[config.mk]
export PLATFORM = sky130hd
export DESIGN_NAME = bin_enc_iter
export DESIGN_NICKNAME = d
export VERILOG_FILES = /design/src/rtl/bin_enc_iter.sv
export SDC_FILE = /design/constraint.sdc
export NUM_CORES = 1
export LEC_CHECK = 0
export CAP_MARGIN = 20
export CORE_UTILIZATION = 40
export DETAILED_ROUTE_END_ITERATION = 7
export GPL_TIMING_DRIVEN = 0
export PLACE_DENSITY_LB_ADDON = 0.15
export SYNTH_ARGS = -nofsm -noshare
export SYNTH_HDL_FRONTEND = slang
export SYNTH_SLANG_ARGS = --single-unit
[constraint.sdc]
create_clock -name clk -period 2.15 [get_ports clk]
set_clock_uncertainty 0.1 [all_clocks]
set_input_delay 0.43 -clock clk [delete_from_list [all_inputs] [get_ports clk]]
set_output_delay 0.43 -clock clk [all_outputs]
set_load 0.03 [all_outputs]
[src/rtl/bin_enc_iter.sv]
// Sequential binary encoder: accepts a bit vector and emits the index of every
// active bit, one per handshake beat, in LSB-first or MSB-first priority order.
module bin_enc_iter #(
    parameter int OUT  = 3,
    parameter int IN   = 1 << OUT,
    parameter bit ACT  = 1'b1,   // 1: a 1 bit is active, 0: a 0 bit is active
    parameter bit MODE = 1'b0    // 0: lowest index first, 1: highest index first
) (
    input  logic           clk,
    input  logic           reset,
    input  logic           in_valid,
    output logic           in_ready,
    input  logic [IN-1:0]  in,
    output logic           out_valid,
    input  logic           out_ready,
    output logic [OUT-1:0] out,
    output logic           out_last,
    output logic           none
);

    typedef enum logic [1:0] {
        IDLE,
        SCAN,
        NONE
    } state_t;

    state_t          state_q, state_d;
    logic [IN-1:0]   vec_q, vec_d;
    logic [IN-1:0]   vec_in;
    logic [IN-1:0]   clr_mask;
    logic [OUT-1:0]  idx;
    logic            one_left;

    assign vec_in = ACT ? in : ~in;

    // Priority search: the last match in loop order wins, so the loop direction
    // is the reverse of the scan order.
    always_comb begin
        // NOTE: every variable gets a default before any conditional assignment,
        // so no path leaves it unassigned and no latch is inferred.
        idx = '0;
        if (MODE == 1'b0) begin
            for (int i = IN - 1; i >= 0; i--) begin
                if (vec_q[i]) idx = OUT'(i);
            end
        end else begin
            for (int i = 0; i < IN; i++) begin
                if (vec_q[i]) idx = OUT'(i);
            end
        end
    end

    assign one_left = (vec_q != '0) && ((vec_q & (vec_q - IN'(1))) == '0);
    assign clr_mask = IN'(1) << idx;

    always_comb begin
        state_d = state_q;
        vec_d   = vec_q;
        unique case (state_q)
            IDLE: begin
                if (in_valid) begin
                    vec_d   = vec_in;
                    state_d = (vec_in != '0) ? SCAN : NONE;
                end
            end
            SCAN: begin
                if (out_ready) begin
                    vec_d = vec_q & ~clr_mask;
                    if (one_left) state_d = IDLE;
                end
            end
            NONE: begin
                state_d = IDLE;
            end
            default: begin
                state_d = IDLE;
                vec_d   = '0;
            end
        endcase
    end

    always_ff @(posedge clk) begin
        // NOTE: sequential state uses non-blocking assignments so every flop
        // samples the pre-edge values regardless of statement order.
        if (reset) begin
            state_q <= IDLE;
            vec_q   <= '0;
        end else begin
            state_q <= state_d;
            vec_q   <= vec_d;
        end
    end

    // Handshake flags decode straight from the state register; index outputs
    // are forced to zero whenever no beat is presented.
    assign in_ready  = (state_q == IDLE);
    assign out_valid = (state_q == SCAN);
    assign none      = (state_q == NONE);
    assign out       = out_valid ? idx : '0;
    assign out_last  = out_valid & one_left;

endmodule

* After elaboration in Yosys (flattened, before gate mapping)
Index checks and enable logic that the tools add are counted.
** Storage, ports and cells
- Flip-flop bits (word level) :: 10
- Bits of input ports :: 12
- Output and inout port bits :: 7
- Logic and storage cells :: 38
** Operators by class
- Multiplexer cells :: 17
- Bitwise logic cells :: 5
- Reductions and logical operators :: 7
- Equal/unequal tests :: 5
- Shift-type cells :: 1
- Add/sub/neg operators :: 1
** Operator list (number)
- 3-bit 2-to-1 mux :: 9
- 8-bit one-hot mux with 3 select lines :: 1
- 8-bit AND :: 2
- 8-bit 2-to-1 mux :: 2
- 8-bit nonzero test :: 2
- 8-bit zero test :: 1
- 2-bit 2-to-1 mux :: 4
- 8-bit NOT :: 1
- 1-bit by 3-bit << shifter with 8-bit output, first input constant :: 1
- 8-bit by 1-bit subtractor with 8-bit output, second input constant :: 1
- 3-bit AND reduction :: 2
- 2-bit by 1-bit inequality test with 1-bit output, second input constant :: 2
- 2-bit one-hot mux with 2 select lines :: 1
- 2-bit by 1-bit equality test with 1-bit output, second input constant :: 1
- 2-bit equality test, second input constant :: 1
- 2-bit zero test :: 1
- 2-bit inequality test, second input constant :: 1
- 1-bit AND :: 1
- 1-bit logical AND :: 1
- 1-bit NOT :: 1

* Depth between registers and ports, before layout
- Depth in word-level cells :: 13
- Gate-level depth with buffers :: 6
- Depth with buffers taken out :: 5

* Worst setup path after synthesis
OpenSTA, ideal clock, no wires.
- Path type :: register -> output
- Start point :: reg vec_q[0]
- End point :: out out_last
- Stages on the path, launching flop included :: 5
- Setup slack :: -0.033 ns
- Path buffers :: 0
- Arrival :: 1.653 ns
- Data required time :: 1.620 ns
- Cell sequence :: dfxtp_1 or3_4 o32a_1 a311oi_1 and3_2
** On the way
- Longest elaborated chain between the ends :: 5
- Elaborated cells between the ends (all ways) :: 6
- Classes of those cells :: 1 x add/sub; 2 x bitwise; 3 x reduce/logical
** RTL lines
- from (decl) :: line 28 : logic [IN-1:0] vec_q, vec_d;
- from (signal assigned) :: line 90 : vec_q <= vec_d;
- 8-bit by 1-bit subtractor with 8-bit output :: line 53 : assign one_left = (vec_q != '0) && ((vec_q & (vec_q - IN'(1))) == '0);
- 8-bit AND :: line 53
- 8-bit zero test :: line 53
- 1-bit logical AND (*) :: line 53
- 1-bit AND (*) :: line 100 : assign out_last = out_valid & one_left;
- to (decl) :: line 17 : output logic out_last,
Every way passes the cells marked *; elsewhere a longest branch is shown, timed or not.

* Worst setup path in the final report
- Start point :: reg vec_q[1]
- End point :: out out_last
Same word-level chain as after synthesis.

==> flow_summary.json <==
{
  "hold_viol": 0,
  "worstSkewPairLatency_ps": 270,
  "wirelength_um": 1790,
  "cells_after_synthesis": 84,
  "synth_xor_xnor_area_share": 0,
  "grt_pass1_wl_um": 2930,
  "slowest_stage": "or3_4",
  "synth_area_leaders": "dfxtp_1 31%, a21oi_1 9.2%, nor2_1 5.8%",
  "synth_adder_area_share": 0.0154,
  "wire_per_inst_um": 14.3,
  "antenna_diode_count": 0,
  "synth.avg_cell_area_um2": 7.73,
  "worst-setup-path-type": "flip-flop to primary output",
  "maximum_number_of_pins_on_one_net_before_global_route_repair": 11,
  "synth-simple-area-share": 0.276,
  "synthesis.area_um2": 649,
  "whs_path_depth": 2,
  "post_synthesis_compound_gate_area_fraction": 0.358,
  "worst-path-max-fanout": 3,
  "detailed_routing_iterations_pass_1": 4,
  "synth.ff_latch_count": 10,
  "core_box_area_mm2": 0.00151,
  "crit-reg2reg-capture": "state_q[0]",
  "design.final.nets": 122,
  "synth_top_cell_area_share": 0.308,
  "initial_cell_density_of_the_core": 0.431,
  "cts_made_buffers": 3,
  "slew_violations": 0,
  "cts_hold_buffers": 0,
  "synth_top_family_by_area": "compound AO/OA/AOI/OAI gates",
  "vias_after_detailed_routing": 739,
  "min_delay_worst_endpoint": "vec_q[4]",
  "drive_gt1_frac": 0.266,
  "cellLeakagePower_nw": 0.367,
  "gp_routability_congestion": 0.788,
  "synth_cell_types": 33,
  "synth_area_leader_cell": "dfxtp_1",
  "antenna_violating_nets_post_route": 0,
  "place_area_um2": 860,
  "clock_path_buffers": 2,
  "crit_required_ps": 1620,
  "io_buffers": 18,
  "worst-slew-pin-transition_ps": 402,
  "timing.critical_path.slowest_cell_delay_ps": 390,
  "timing.fmax_mhz": 406,
  "r2r_worst_path_depth": 6,
  "fin_setup_tns_ps": -315,
  "worstHoldPathType": "flip-flop to flip-flop",
  "overflow": 0,
  "synth_warnings": 0,
  "stdcell_area_um2": 961,
  "synth.mux.area_fraction": 0,
  "powerDensity_mw_per_mm2": 689,
  "outcome": "complete, but fails checks",
  "die_area_mm2": 0.00179,
  "final_common_cell": "clkdlybuf4s50_1",
  "gr-usage-all-layers": 0.216,
  "cp-start-kind": "flip-flop",
  "drt_iter0_markers": 30,
  "crit_arrival_ps": 1930,
  "ys_seq_area_frac": 0.308,
  "die_x_um": 42.3,
  "worst_path_dominant_cell_family": "simple AND/OR/NAND/NOR gates",
  "setup_repair_after_global_routing_missed_its_margin": "yes",
  "dp.final_hpwl_um": 1290,
  "cts_h_tree_depth": 1,
  "critical_path_buf_inv_count": 1,
  "final_cell_mix": "13 x clkdlybuf4s50_1, 11 x a21oi_1, 9 x nor2_1, 7 x nand2_1, 7 x dfxtp_1",
  "timing.max_cap.violations": 0,
  "clock_tree.root_cell": "clkbuf_4",
  "crit_chain": "or3_4 -> o32a_1 -> a311oi_2 -> and3_4 -> buf_6",
  "cts.clk_slew.worst_paths_ps": 70,
  "violations": "negative setup slack",
  "rrSetupSlack_ps": 260,
  "areaGrowthSynthToFinish_pct": 48.0,
  "placement_row_count": 14,
  "max-vdd-ir-drop_v": 0.000424,
  "grt_antenna_before_repair": 0,
  "slew-limit-headroom": 0.731,
  "first_global_vias": 675,
  "post-route-worst-setup-slack_ps": -315,
  "worstHoldStart": "vec_q[4]",
  "end_kind": "primary output",
  "detailedPlace.worstSlack_ps": -723,
  "net_count_after_synthesis": 96,
  "setup_viol_count_final": 1,
  "post-route-min-period_ps": 2460,
  "cts_tree": "yes",
  "clock_sink_count": 10,
  "top_level_ports": 19,
  "vertical_extent_of_the_die_um": 42.3,
  "post_route_clock_period_utilization": 1.15,
  "worst_r2r_startpoint": "vec_q[1]",
  "vias_per_cell": 5.91,
  "drc_errors": 0
}
[cells by family (layout without fill, tap and decap cells)]
kind of cell / count (synthesis) / after routing
fa+ha+maj: 1 / 1
buf+inv: 5 / 30
compound gates: 34 / 34
simple gates: 34 / 34
flops: 10 / 10
[repair_timing]
action / 4_1_cts / 5_1_grt
pin swaps: 5 / 0
resized for setup: 27 / 4
setup endpoints to repair: 5 / 8
buffers inserted: 4 / 0
[layer usage]
layer | track usage | share of wire | up-vias
met1 | 0.295 | 0.46 | 336
met2 | 0.338 | 0.47 | 26
met5 | 0 | 0 | -
li1 | - | - | 370
met4 | 0.113 | 0.021 | 0
met3 | 0.0172 | 0.046 | 7
[cell type report]
| type | count | area [um2] |
|---|---|---|
| clock buffers | 4 | 36.3 |
| plain buffers | 2 | 16.3 |
| flip-flops and latches | 10 | 211 |
| repair buffers | 22 | 208 |
| inverters | 2 | 7.51 |
| well taps | 16 | 20.0 |
| multi-input cells | 69 | 462 |
| fillers | 132 | 546 |
[worst register-to-register path: stages (launching register included)]
cell and delay, ps:
dfxtp_4 340, or3_4 390, o32a_1 300, a311oi_2 270, buf_4 170, a311o_1 160
nand2_1 50
[per-stage QoR]
stage	hold WS, ps	std cells	utilization	power (mW)
6_report	451	125	0.638	0.662
4_1_cts	451	125	0.628	0.654
5_1_grt	489	125	0.638	0.694
3_5_place_dp	439	118	0.571	0.465
2_1_floorplan	396	84	-	0.382
3_3_place_gp	446	118	0.571	0.461
[cells in the mapped netlist]
library cell and n:
a311o_1 1, maj3_1 1, dlygate4sd1_1 1, o21ai_1 1, or3_4 1, a21oi_1 12
o31ai_1 1, nand2b_1 3, a22oi_1 1, nor3b_1 2, or2_2 2, a311oi_1 4
dfxtp_1 10, nor3_1 1, o21a_1 3, o22a_2 1, nor4_1 3, nor2b_1 1
a21o_2 1, nand3_1 1, clkbuf_1 1, o21ai_0 4, a211oi_1 1, o41a_2 1
o22ai_1 1, nor2_1 10, nand2_1 7, o32a_1 1, and3_2 1, buf_4 1
nand3b_1 2, inv_1 2, a211o_2 1
[power by group]
part	switching (mW)	internal, mW
Combinational	0.138	0.130
Clock	0.0672	0.103
Sequential	0.0250	0.200
[how the worst max path moves through the flow]
| stage | from | endpoint | slack [ps] | cells past startpoint |
|---|---|---|---|---|
| 6_report | vec_q[1] | out_last | -310 | 5 |
| 5_1_grt | vec_q[1] | out_last | -370 | 5 |
| 4_1_cts | vec_q[1] | out_last | -310 | 5 |
| 3_5_place_dp | vec_q[0] | out_last | -720 | 5 |
| 3_3_place_gp | vec_q[0] | out_last | -710 | 5 |
| 2_1_floorplan | vec_q[0] | out_last | 10 | 4 |
[state kept, by name, summed over array words and instances, names as in the netlist]
signal	flops
vec_q	8
state_q	2
Power figures use the tool's default switching activity.
